**src/rtl/veda_pkg.sv**
```systemverilog
// Shared VEDA core definitions: opcodes, PC sentinel, fetch FSM states.
package veda_pkg;

  localparam logic [5:0]  R_OP    = 6'b000000;
  localparam logic [5:0]  J_OP    = 6'b000010;
  localparam logic [5:0]  JAL_OP  = 6'b000011;
  localparam logic [5:0]  HALT_OP = 6'b111111;

  localparam logic [31:0] PC_INIT = 32'hFFFF_FFFC;

  typedef enum logic [1:0] {
    INIT = 2'd0,
    RUN  = 2'd1,
    HALT = 2'd2
  } fetch_state_e;

  // A control-transfer target must be word aligned and inside instruction memory.
  function automatic logic target_invalid(input logic [31:0] target,
                                          input logic [31:0] mem_bytes);
    return (target[1:0] != 2'b00) || (target >= mem_bytes);
  endfunction

endpackage

```
**src/rtl/veda_fetch_if.sv**
```systemverilog
// Fetch-stage bundle: control inputs, imem word, execute redirect and fetch outputs.
interface veda_fetch_if;

  logic        start;
  logic        stall;
  logic [31:0] instr;
  logic        redir_valid;
  logic [31:0] redir_target;
  logic [31:0] pc;
  logic [31:0] pc_plus4;
  logic        fetch_valid;
  logic        halted;
  logic        addr_err;
  logic [31:0] fetch_count;

  modport master (
    input  start, stall, instr, redir_valid, redir_target,
    output pc, pc_plus4, fetch_valid, halted, addr_err, fetch_count
  );

  modport slave (
    output start, stall, instr, redir_valid, redir_target,
    input  pc, pc_plus4, fetch_valid, halted, addr_err, fetch_count
  );

endinterface

```
**src/rtl/veda_next_pc.sv**
```systemverilog
// Combinational next-PC selection for RUN: redirect > stall > halt > j/jal > sequential.
module veda_next_pc
  import veda_pkg::*;
#(
  parameter int unsigned IM_WORDS = 128
) (
  input  logic [31:0] pc,
  input  logic [31:0] instr,
  input  logic        redir_valid,
  input  logic [31:0] redir_target,
  input  logic        stall,
  output logic [31:0] next_pc,
  output logic        target_bad,
  output logic        halt_hit
);

  localparam logic [31:0] IM_BYTES = 32'(IM_WORDS * 4);
  localparam logic [31:0] LAST_PC  = IM_BYTES - 32'd4;

  logic [31:0] pc_plus4;
  logic [31:0] jump_target;
  logic [5:0]  op;

  always_comb begin
    pc_plus4    = pc + 32'd4;
    op          = instr[31:26];
    jump_target = {pc_plus4[31:28], instr[25:0], 2'b00};
    next_pc     = pc;
    target_bad  = 1'b0;
    halt_hit    = 1'b0;

    // The redirect squashes the current word, so its decode must not matter.
    if (redir_valid) begin
      next_pc    = redir_target;
      target_bad = target_invalid(redir_target, IM_BYTES);
    end else if (stall) begin
      next_pc = pc;
    end else if (op == HALT_OP) begin
      halt_hit = 1'b1;
    end else if (op == J_OP || op == JAL_OP) begin
      next_pc    = jump_target;
      target_bad = target_invalid(jump_target, IM_BYTES);
    end else begin
      next_pc = (pc == LAST_PC) ? '0 : pc_plus4;
    end
  end

endmodule

```
**src/rtl/veda_fetch.sv**
```systemverilog
// VEDA fetch stage: PC register, INIT/RUN/HALT control, issue counter, sticky address error.
module veda_fetch
  import veda_pkg::*;
#(
  parameter int unsigned IM_WORDS = 128
) (
  input  logic         clk,
  input  logic         rst,
  veda_fetch_if.master fif
);

  fetch_state_e state, state_n;
  logic [31:0]  pc_q, pc_n;
  logic [31:0]  count_q, count_n;
  logic         err_q, err_n;

  logic [31:0]  sel_pc;
  logic         target_bad;
  logic         halt_hit;

  veda_next_pc #(
    .IM_WORDS (IM_WORDS)
  ) u_next_pc (
    .pc           (pc_q),
    .instr        (fif.instr),
    .redir_valid  (fif.redir_valid),
    .redir_target (fif.redir_target),
    .stall        (fif.stall),
    .next_pc      (sel_pc),
    .target_bad   (target_bad),
    .halt_hit     (halt_hit)
  );

  always_ff @(posedge clk) begin
    if (rst) begin
      state   <= INIT;
      pc_q    <= PC_INIT;
      count_q <= '0;
      err_q   <= 1'b0;
    end else begin
      state   <= state_n;
      pc_q    <= pc_n;
      count_q <= count_n;
      err_q   <= err_n;
    end
  end

  always_comb begin
    state_n = state;
    pc_n    = pc_q;
    count_n = count_q;
    err_n   = err_q;
    unique case (state)
      INIT: begin
        if (fif.start) begin
          state_n = RUN;
          pc_n    = '0;
        end
      end
      RUN: begin
        // A bad jump target still counts its fetch; a redirect never does.
        if (!fif.redir_valid && !fif.stall) count_n = count_q + 32'd1;
        if (target_bad) begin
          state_n = HALT;
          err_n   = 1'b1;
        end else begin
          pc_n = sel_pc;
          if (halt_hit) state_n = HALT;
        end
      end
      HALT: begin
      end
      default: state_n = INIT;
    endcase
  end

  assign fif.pc          = pc_q;
  assign fif.pc_plus4    = pc_q + 32'd4;
  assign fif.fetch_valid = (state == RUN) && !fif.stall;
  assign fif.halted      = (state == HALT);
  assign fif.addr_err    = err_q;
  assign fif.fetch_count = count_q;

endmodule

```
**src/flat_wrapper.sv**
```systemverilog
// flat-port wrapper written by rule: the top's interface ports become plain ports
module veda_fetch_flat import veda_pkg::*;
#(
  parameter int unsigned IM_WORDS = 128
)
  (clk, rst, fif_start, fif_stall, fif_instr, fif_redir_valid, fif_redir_target, fif_pc, fif_pc_plus4, fif_fetch_valid, fif_halted, fif_addr_err, fif_fetch_count);
  veda_fetch_if fif_i ();
  input  logic clk;
  input  logic rst;
  input wire logic [$bits(fif_i.start)-1:0] fif_start;
  input wire logic [$bits(fif_i.stall)-1:0] fif_stall;
  input wire logic [$bits(fif_i.instr)-1:0] fif_instr;
  input wire logic [$bits(fif_i.redir_valid)-1:0] fif_redir_valid;
  input wire logic [$bits(fif_i.redir_target)-1:0] fif_redir_target;
  output wire logic [$bits(fif_i.pc)-1:0] fif_pc;
  output wire logic [$bits(fif_i.pc_plus4)-1:0] fif_pc_plus4;
  output wire logic [$bits(fif_i.fetch_valid)-1:0] fif_fetch_valid;
  output wire logic [$bits(fif_i.halted)-1:0] fif_halted;
  output wire logic [$bits(fif_i.addr_err)-1:0] fif_addr_err;
  output wire logic [$bits(fif_i.fetch_count)-1:0] fif_fetch_count;
  assign fif_i.start = fif_start;
  assign fif_i.stall = fif_stall;
  assign fif_i.instr = fif_instr;
  assign fif_i.redir_valid = fif_redir_valid;
  assign fif_i.redir_target = fif_redir_target;
  assign fif_pc = fif_i.pc;
  assign fif_pc_plus4 = fif_i.pc_plus4;
  assign fif_fetch_valid = fif_i.fetch_valid;
  assign fif_halted = fif_i.halted;
  assign fif_addr_err = fif_i.addr_err;
  assign fif_fetch_count = fif_i.fetch_count;
  veda_fetch #(.IM_WORDS(IM_WORDS)) u_core (.clk(clk), .rst(rst), .fif(fif_i));
endmodule
```
**config.mk**
```make
export PLATFORM = sky130hd
export DESIGN_NAME = veda_fetch_flat
export DESIGN_NICKNAME = d
export VERILOG_FILES = /design/src/rtl/veda_pkg.sv /design/src/rtl/veda_fetch_if.sv /design/src/rtl/veda_next_pc.sv /design/src/rtl/veda_fetch.sv /design/src/flat_wrapper.sv
export SDC_FILE = /design/constraint.sdc
export NUM_CORES = 1
export LEC_CHECK = 0
export ABC_AREA = 1
export BUFFER_PORTS_ARGS = -buffer_cell sky130_fd_sc_hd__clkbuf_2
export CORE_MARGIN = 5
export CORE_UTILIZATION = 45
export DETAILED_ROUTE_END_ITERATION = 6
export MAX_ROUTING_LAYER = met4
export PLACE_DENSITY = 0.8
export SETUP_SLACK_MARGIN = 0.3
export SYNTH_ARGS = -nofsm -noshare
export SYNTH_HDL_FRONTEND = slang
export SYNTH_HIERARCHICAL = 1
export SYNTH_SLANG_ARGS = --single-unit
```
**constraint.sdc**
```tcl
create_clock -name clk -period 2.5 [get_ports clk]
set_clock_uncertainty 0.2 [all_clocks]
set_input_delay 0.125 -clock clk [delete_from_list [all_inputs] [get_ports clk]]
set_output_delay 0.125 -clock clk [all_outputs]
set_load 0.02 [all_outputs]
```
==> results of run 1 <==
==> power by group through the flow <==
stage	clock, mW	combinational, mW	sequential [mW]
floorplan	0	0.939	1.38
global placement	0	1.76	1.28
detailed placement	0	1.77	1.28
CTS	1.26	2.08	1.26
global route	1.31	2.57	1.27
finish	1.26	2.41	1.26
==> layout by cell type (no fill, tap or decap), types with 20 or more instances in the layout <==
| cell type | instances |
|---|---|
| nor2_2 | 29 |
| xor2_1 | 29 |
| nand2_2 | 37 |
| dfxtp_4 | 20 |
| buf_4 | 142 |
| o21ai_0 | 39 |
| buf_6 | 20 |
| a21oi_1 | 62 |
| nand4_1 | 29 |
| nand3_1 | 97 |
| dfxtp_1 | 40 |
| nand2_1 | 278 |
| inv_1 | 109 |
| clkbuf_2 | 148 |
| nor2_1 | 112 |
==> what timing repair did <==
action                                  in CTS  in global routing
hold endpoints to repair                     7                  0
hold buffers                                 7                  0
pin swaps                                   24                 38
endpoints found under the setup margin      52                 58
setup buffers                               55                 22
resized for setup                           82                106
cloned                                       0                  2
==> sequential cells by signal (all words and copies together), names as in the netlist <==
register	flops
u_core/fif.pc	32
u_core/fif.fetch_count	32
u_core/fif.addr_err	1
u_core/state	2
==> per-layer routing <==
| layer | part of all wire | routed length (um) | vias to the layer above |
|---|---|---|---|
| met4 | 0.047 | 1253 | 0 |
| met3 | 0.080 | 2116 | 87 |
| met2 | 0.48 | 12780 | 483 |
| met1 | 0.39 | 10320 | 3867 |
| met5 | 0 | 0 | - |
| li1 | - | - | 4058 |
==> cell type report <==
cell class	instances	area [um2]
Multi-Input combinational cell	841	4511
Fill cell	1159	4009
Timing Repair Buffer	325	2231
Sequential cell	67	1425
Inverter	118	445.4
Clock buffer	13	281.5
Tap cell	176	220.2
Clock inverter	2	15.01
==> worst max-delay path, delay by kind of cell (launching register included) <==
family / cells / cell delay [ns]
AO/OA/AOI/OAI: 1 / 0.16
AND/OR/NAND/NOR: 14 / 1.57
flip-flops: 1 / 0.37
==> worst paths after layout <==
kind	end	slack, ns	cells after the start
worst max-delay path	u_core/state[1]$_SDFFE_PP0P_	0.07	15
worst min-delay path	u_core/fif.pc[24]$_SDFFE_PP1P_	0.01	5
worst max register to register	u_core/state[1]$_SDFFE_PP0P_	0.07	15
worst min register to register	u_core/fif.addr_err$_SDFFE_PP0P_	0.25	2
==> through the flow <==
| stage | cell area, um2 | setup TNS, ns |
|---|---|---|
| finish | 9129 | 0 |
| global route | 9129 | -0.6554 |
| CTS | 8583 | 0 |
| detailed placement | 7511 | -0.003061 |
| global placement | 7511 | 0 |
| floorplan | 6111 | 0 |
==> cell families after synthesis <==
| logic type | count (synthesis) | synth area share |
|---|---|---|
| AND/OR/NAND/NOR | 658 | 0.4843 |
| adder cells (fa/ha/maj) | 3 | 0.006264 |
| AO/OA/AOI/OAI | 145 | 0.1267 |
| buffers and inverters | 156 | 0.1077 |
| flip-flops | 67 | 0.2238 |
| XOR/XNOR | 35 | 0.05115 |
==> results.json, run 1 <==
{
  "critPathKind": "flip-flop to flip-flop",
  "worstPathRequired_ns": 2.50,
  "fin_crit_ns": 2.428,
  "met2_usage": 0.5299,
  "min_period_over_period": 0.9710,
  "avgViaCountPerCell": 5.509,
  "clockBufferDepth": 2,
  "slew_viol_final": 0,
  "dieArea_um2": 15730,
  "gp_congestion": 1.040,
  "ys_seq_area_frac": 0.2238,
  "ant_nets": 0,
  "crit_chain": "nand2_1 -> nor2_1 -> nand2_2 -> nor2_4 -> nand2_1 -> nand2_1 -> nand3_1 -> nor2_1 -> nand2_1 -> nand2_1 -> nand2_1 -> or2_4 -> or2_4 -> a21oi_4 -> nor2_1",
  "initial_core_util": 0.4562,
  "rows": 42,
  "cts_tree": "yes",
  "drive_gt1_frac": 0.3616,
  "cpPeakStageDelay_ns": 0.37,
  "finalHoldViolCount": 0,
  "antenna_found_initial": 0,
  "fp.dieH_um": 125.4,
  "post-synth-top-area-cell": "dfxtp_1",
  "yosys-top-cells-count": "nand2_1 (310), nor2_1 (144), inv_1 (113)",
  "synthFlopType": "dfxtp_1",
  "relSlewSlack": 0.4908,
  "grt-ovfl-total": 0,
  "fin_cells": 1542,
  "cts_num_sinks": 67,
  "clk_latency_ns": 0.33,
  "postSynthCellCount": 1064,
  "cp.arrival_ns": 2.43,
  "cts-buffers-inserted": 9,
  "area_growth_pct": 52.32,
  "htree_levels": 3,
  "syn-cell-area_um2": 5993,
  "power_leakage_nw": 4.523,
  "yosysMostFrequentCell": "nand2_1",
  "min_from": "fif_redir_target[24]",
  "grt_usage": 0.3174,
  "tightestPinTransition_ns": 0.7630,
  "grt_start_max_net_pins": 47,
  "io_pins": 168,
  "use_met3": 0.04520,
  "drc_errors": 0,
  "yosysUniqueCellTypes": 39,
  "power_frac_clock": 0.255,
  "die_w_um": 125.4,
  "pre_cts_ws_ns": -0.003061,
  "clockRootBuffer": "clkbuf_16",
  "peakVddDrop_uv": 525.9,
  "critical_path.most_common_cell": "nand2_1",
  "synth-edff-count": 0,
  "p_int_mw": 2.925,
  "drt-total-wl_mm": 26.47,
  "power_density_nw_per_um2": 540.6,
  "synthTopCellsByArea": "dfxtp_1 (22%), nand2_1 (19%), nor2_1 (9.0%), nand3_1 (8.4%), inv_1 (7.1%)",
  "postLayoutCoreUtil": 0.6949,
  "routed-via-count": 8495,
  "synth.top_cell.area_share": 0.2238,
  "hold_slack_ns": 0.01499,
  "fin_nets": 1434,
  "yosysWarnings": 6,
  "cp-start-kind": "flip-flop",
  "max_freq_mhz": 411.9,
  "grt_pass1_wl_mm": 39.90,
  "drtIter0Drc": 954,
  "design.core.area_um2": 13140,
  "clk_pin_slew_ns": 0.06,
  "layout_setup_ws_ns": 0.07239,
  "synthArstFlopShare": 0,
  "cap_violations": 0,
  "top_usage_layer": "met2",
  "firstDrtPassIters": 6,
  "crit_start": "u_core/fif.pc[25]$_SDFFE_PP1P_",
  "grt_use_met1": 0.3833,
  "p_total_mw": 4.935,
  "grt_pass1_vias": 7787,
  "min_path_type": "primary input to flip-flop",
  "combPwrFrac": 0.489,
  "crit_fanout": 4,
  "worstSetupEndpointType": "flip-flop",
  "r2r-start": "u_core/fif.pc[25]$_SDFFE_PP1P_",
  "dpl.cell_count": 1441,
  "numPortBuffers": 167,
  "netSwitchingFraction": 0.4072,
  "setup_viol": 0,
  "crit_slowest_cell": "dfxtp_2",
  "seqPwrFrac": 0.256,
  "synth.net_count": 1136,
  "dpl.hpwl_mm": 19.44,
  "n_antenna_cell": 0,
  "rsz0062_at_grt": "yes",
  "syn_avg_cell_area_um2": 5.633,
  "power.switching_mw": 2.010,
  "ys_ff_latch": 67,
  "status": "finished clean",
  "wl_per_cell_um": 17.16
}
Note: power is estimated with default switching activity, not from simulation.
==> inputs of run 2 (changes only) <==
- ABC_CLOCK_PERIOD_IN_PS: default -> 2500
- GPL_TIMING_DRIVEN: default -> 0
- SKIP_LAST_GASP: default -> 1
==> run 2 against run 1 <==
  * The flow now finishes with violations (design-rule violations, negative setup slack)
  * Sequential share of layout area increased by 0.14 points
  * Hold slack improved by 0.010 ns
  * Cell count decreased by 0.71%
  * Power increased by 0.60%
  * Global-route usage increased by 0.88 points
  * Combinational power decreased by 3%
  * Count of clock-buffer cells in the layout decreased by 2
  * Flip-flop and latch count unchanged
  * First-iteration DRC count increased by 48%
  * Setup slack got worse by 0.26 ns
  * Largest cell class unchanged
  * Critical path depth increased by 2
  * Final area increased by 0.48%
==> results.json, run 2 (synthesis gave the netlist of run 1 again) <==
{
  "layout_setup_ws_ns": -0.1895,
  "cts_tree": "yes",
  "dpl.hpwl_mm": 19.14,
  "status": "finished, violations left",
  "wl_per_cell_um": 18.27,
  "final_common_cell": "nand2_1",
  "grt_pass1_vias": 7887,
  "area_growth_pct": 53.05,
  "die_w_um": 125.4,
  "grt-ovfl-total": 0,
  "dieArea_um2": 15730,
  "min_period_over_period": 1.076,
  "routed-via-count": 8875,
  "worstPathRequired_ns": 2.55,
  "io_pins": 168,
  "placed_cell_area_um2": 7162,
  "htree_levels": 3,
  "power_density_nw_per_um2": 541.3,
  "rsz0062_at_grt": "yes",
  "cp.arrival_ns": 2.74,
  "relSlewSlack": 0.4056,
  "violations": "design-rule violations, negative setup slack",
  "power_leakage_nw": 4.438,
  "cts_num_sinks": 67,
  "hold_depth": 5,
  "fin_crit_ns": 2.689,
  "n_antenna_cell": 0,
  "drt-total-wl_mm": 27.97,
  "finalInstanceArea_um2": 9173,
  "peakVddDrop_uv": 403.7,
  "antenna_found_initial": 0,
  "tightestPinTransition_ns": 0.8916,
  "setup_viol": 34,
  "clockBufferDepth": 2,
  "fp.dieH_um": 125.4,
  "cts-buffers-inserted": 9,
  "final_cell_mix": "nand2_1 (282), clkbuf_2 (147), nor2_1 (114)",
  "finalHoldViolCount": 0,
  "max_freq_mhz": 371.8,
  "fin_nets": 1422,
  "clk_pin_slew_ns": 0.06,
  "worstSetupEndpointType": "flip-flop",
  "rows": 42,
  "reg2regPathDepth": 17,
  "min_path_type": "primary input to flip-flop",
  "clk_latency_ns": 0.34,
  "gp_congestion": 1.025,
  "grt_pass1_wl_mm": 40.41,
  "firstDrtPassIters": 7,
  "setup_tns_ns": -3.532,
  "design.core.area_um2": 13140,
  "drtIter0Drc": 1412,
  "avgViaCountPerCell": 5.797,
  "initial_core_util": 0.4562,
  "cp-start-kind": "flip-flop",
  "hold_slack_ns": 0.02521,
  "slew_viol_final": 0,
  "clockRootBuffer": "clkbuf_16",
  "grt_start_max_net_pins": 14,
  "ant_nets": 0,
  "postLayoutCoreUtil": 0.6982,
  "critPathKind": "flip-flop to flip-flop",
  "drc_errors": 58,
  "cap_violations": 0,
  "grt_usage": 0.3262,
  "numPortBuffers": 166,
  "crit_fanout": 9,
  "drive_gt1_frac": 0.3476
}
[run 2: cell count changes in the layout (fill, tap and decap cells not counted), moves of 6 or more]
cell,delta
dfxtp_4,+7
buf_2,+7
nand2_2,-6
buf_4,-43
buf_1,+6
nand3_1,-7
clkbuf_1,+10
nand3_2,+6
a31oi_1,-6
[run 2: repair_timing]
item,in CTS,in global routing
resized for setup,97,127
endpoints found under the setup margin,49,55
hold buffers,12,0
setup buffers,62,31
cloned,1,3
endpoints found under the hold margin,12,0
pin swaps,26,54
[run 2: metrics by stage]
stage          total power [mW]  setup slack (ns)  cells
2_1_floorplan             2.314            0.1690   1064
3_3_place_gp              2.834           -0.1675   1406
3_5_place_dp              2.847           -0.1718   1406
4_1_cts                   4.512           0.05854   1497
5_1_grt                   5.146           -0.2308   1531
6_report                  4.965           -0.1895   1531
[run 2: worst max-delay path, stage by stage (launching register included)]
cell       delay (ns)
dfxtp_2          0.46
nand2_1          0.10
nor2_1           0.13
nand2_1          0.12
nor2_4           0.16
nand2_1          0.06
nand2_1          0.05
nand2_1          0.07
nor2_1           0.13
nand2_1          0.07
nand2_1          0.05
nand2_1          0.07
or2_1            0.24
buf_6            0.15
nand2_8          0.10
clkbuf_16        0.17
a31oi_1          0.10
o21ai_1          0.15
[run 2: routing by layer]
metal	GRT usage	share of wire	vias up	wire length, um
li1	-	-	4032	-
met1	0.3907	0.35	3949	9927
met2	0.5365	0.46	704	12830
met3	0.05970	0.12	190	3321
met4	0.1435	0.068	0	1890
met5	-	0	-	0
[run 2: path summary, 6_finish.rpt]
check / startpoint / endpoint / slack (ns)
worst max-delay path: u_core/fif.pc[29]$_SDFFE_PP1P_ / u_core/fif.pc[10]$_SDFFE_PP1P_ / -0.19
worst min-delay path: fif_redir_target[1] / u_core/fif.pc[1]$_SDFFE_PP0P_ / 0.03
worst max register to register: u_core/fif.pc[29]$_SDFFE_PP1P_ / u_core/fif.pc[10]$_SDFFE_PP1P_ / -0.19
worst min register to register: u_core/fif.addr_err$_SDFFE_PP0P_ / u_core/fif.addr_err$_SDFFE_PP0P_ / 0.27
[run 2: cell type report]
type / count / area, um2
plain buffers: 38 / 246.5
clock buffers: 11 / 275.3
clock inverters: 5 / 36.28
fillers: 1121 / 3965
inverters: 118 / 447.9
multi-input cells: 842 / 4656
flip-flops and latches: 67 / 1445
well taps: 176 / 220.2
repair buffers: 274 / 1846
[run 2: where the power goes]
| part | total, mW | switching, mW | internal [mW] |
|---|---|---|---|
| Clock | 1.32 | 0.521 | 0.800 |
| Sequential | 1.30 | 0.151 | 1.15 |
| Combinational | 2.34 | 1.43 | 0.913 |
| Total | 4.96 | 2.10 | 2.87 |
==> inputs of run 3 (changes only) <==
- ABC_AREA: 1 -> default
- PLACE_DENSITY: 0.8 -> 0.83
==> run 3 against run 2 <==
  * The run ends with negative setup slack left
  * Via count decreased by 21%
  * Clock power decreased by 16%
  * Register-to-register slack got worse by 0.48 ns
  * Cell count decreased by 31%
  * Count of clock-buffer cells in the layout decreased by 1
  * Final area decreased by 17%
  * Fmax decreased by 17%
  * Area after synthesis decreased by 18%
  * Combinational power decreased by 35%
==> results.json, run 3 <==
{
  "drc_errors": 0,
  "regArea_um2": 1443,
  "clockRootBuffer": "clkbuf_8",
  "postSynthCellCount": 640,
  "use_met3": 0.05421,
  "grt_pass1_vias": 6201,
  "cts_num_sinks": 67,
  "min_period_over_period": 1.300,
  "finalHoldViolCount": 0,
  "met2_usage": 0.4637,
  "cap_violations": 0,
  "cpPeakStageDelay_ns": 0.75,
  "worstPathRequired_ns": 2.54,
  "drive_gt1_frac": 0.4020,
  "dieArea_um2": 13170,
  "clockBufferDepth": 2,
  "nFillCells": 755,
  "synthTopCellsByArea": "dfxtp_1 (27%), xnor2_1 (6.6%), a221o_1 (6.1%), nor2_1 (5.8%), xor2_1 (5.1%)",
  "status": "finished, violations left",
  "syn_avg_cell_area_um2": 7.718,
  "cp_num_buf_inv": 2,
  "path_delay_family": "simple AND/OR/NAND/NOR gates",
  "cts_tree": "yes",
  "ys_ff_latch": 67,
  "dpl.hpwl_mm": 13.14,
  "top_usage_layer": "met2",
  "worstSetupEndpointType": "flip-flop",
  "yosys-top-cells-count": "nor2_1 (76), dfxtp_1 (67), nand2_1 (59)",
  "tightestPinTransition_ns": 0.8552,
  "cts-buffers-inserted": 9,
  "die_w_um": 114.8,
  "relSlewSlack": 0.4287,
  "cp.arrival_ns": 3.29,
  "finalInstanceArea_um2": 7594,
  "grt_use_met1": 0.3664,
  "n_antenna_cell": 0,
  "max_freq_mhz": 307.8,
  "synth-edff-count": 0,
  "layout_setup_ws_ns": -0.7488,
  "ant_nets": 0,
  "rsz0062_at_grt": "yes",
  "yosysMostFrequentCell": "nor2_1",
  "grt_usage": 0.2996,
  "violations": "negative setup slack",
  "crit_chain": "clkbuf_2 -> nor4_1 -> nand4_1 -> or4_1 -> nor4_2 -> o31ai_2 -> or2b_1 -> a21o_4 -> clkbuf_8 -> a221o_1",
  "io_pins": 168,
  "placed_cell_area_um2": 6023,
  "clk_latency_ns": 0.37,
  "grt_pass1_wl_mm": 31.26,
  "routed-via-count": 7002,
  "synth.net_count": 712,
  "fin_nets": 980,
  "drtIter0Drc": 1021,
  "crit_slowest_cell": "nor4_1",
  "initial_core_util": 0.4577,
  "fin_crit_ns": 3.249,
  "gp_congestion": 0.9510,
  "fp.dieH_um": 114.8,
  "rows": 38,
  "numPortBuffers": 166,
  "final_common_cell": "clkbuf_2",
  "multi_input_area_um2": 3696,
  "grt_start_max_net_pins": 14,
  "postLayoutCoreUtil": 0.7036,
  "synth.top_cell.area_share": 0.2715,
  "ys_seq_area_frac": 0.2715,
  "htree_levels": 3,
  "yosysUniqueCellTypes": 59,
  "synthFlopType": "dfxtp_1",
  "syn-cell-area_um2": 4940,
  "power_leakage_nw": 3.081,
  "post-synth-top-area-cell": "dfxtp_1",
  "clk_pin_slew_ns": 0.09,
  "firstDrtPassIters": 7,
  "cp-start-kind": "primary input",
  "pre_cts_ws_ns": -0.9114,
  "slew_viol_final": 0,
  "wl_per_cell_um": 21.55,
  "avgViaCountPerCell": 6.650,
  "peakVddDrop_uv": 306.7,
  "setup_viol": 46,
  "final_cell_mix": "clkbuf_2 (148), nor2_1 (69), buf_4 (66)",
  "power_density_nw_per_um2": 515.5,
  "crit_fanout": 10,
  "area_growth_pct": 53.72,
  "design.core.area_um2": 10790,
  "drt-total-wl_mm": 22.69,
  "yosysWarnings": 6,
  "min_path_type": "primary input to flip-flop",
  "antenna_found_initial": 0,
  "critPathKind": "primary input to flip-flop",
  "grt-ovfl-total": 0,
  "synthArstFlopShare": 0
}
## run 3: per-layer routing
layer  vias to the layer above  part of all wire
met2                       650              0.45
li1                       2968                 -
met5                         -                 0
met1                      3188              0.36
met4                         0             0.074
met3                       196              0.12
## run 3: worst paths after layout
check	startpoint	end	slack [ns]	depth (start not counted)
worst max-delay path	fif_instr[21]	u_core/fif.pc[20]$_SDFFE_PP1P_	-0.75	10
worst min-delay path	fif_redir_target[28]	u_core/fif.pc[28]$_SDFFE_PP1P_	0.02	4
worst max register to register	u_core/fif.pc[16]$_SDFFE_PP1P_	u_core/fif.pc[20]$_SDFFE_PP1P_	-0.67	11
worst min register to register	u_core/fif.fetch_count[1]$_SDFFE_PP0P_	u_core/fif.fetch_count[1]$_SDFFE_PP0P_	0.29	2
## run 3: final cells by class
class,count,area share
Multi-Input combinational cell,518,0.4867
Timing Repair Buffer,257,0.2285
Sequential cell,67,0.1900
Buffer,43,0.03510
Tap cell,140,0.02307
Clock buffer,10,0.01812
Clock inverter,6,0.01252
Inverter,12,0.005932
## run 3: timing repair
action,in CTS,in global routing
cloned,0,2
pin swaps,22,29
hold endpoints to repair,28,0
endpoints found under the setup margin,64,68
buffers inserted,46,15
hold buffers,28,0
gates resized for setup,89,94
## run 3: through the flow
stage                     cells  power (mW)  setup TNS, ns  hold WS, ns
after floorplan             640       1.989         -16.90       0.1069
final                      1053       3.915         -22.98      0.01508
after CTS                  1036       3.636         -14.68    0.0006694
after detailed placement    946       2.346         -29.22       0.2361
after global placement      946       2.331         -28.86       0.2347
after global routing       1053       4.053         -23.05      0.03894
## run 3: logic make-up (layout without fill, tap and decap cells)
| kind of cell | count (synthesis) | in the layout | share of synthesized area |
|---|---|---|---|
| compound gates | 150 | 150 | 0.2254 |
| xor+xnor | 66 | 66 | 0.1170 |
| fa+ha+maj | 3 | 3 | 0.007600 |
| buf+inv | 55 | 328 | 0.04686 |
| flops | 67 | 67 | 0.2715 |
| mux | 1 | 1 | 0.002026 |
| simple gates | 298 | 298 | 0.3295 |
## run 3: report_power, final
part           internal, mW  leakage (nW)  switching (mW)
Sequential             1.14         0.555           0.147
Combinational         0.657          2.41           0.860
Clock                 0.601         0.117           0.512
Total                  2.40          3.08            1.52
## run 3: worst register-to-register path, cell delays in order (launching register included)
cell      delay, ns
dfxtp_4        0.46
and4_4         0.28
and4bb_2       0.29
buf_4          0.15
and4_2         0.23
a21oi_2        0.04
nor4_2         0.19
o31ai_2        0.12
or2b_1         0.27
a21o_4         0.27
clkbuf_8       0.19
a221o_1        0.35
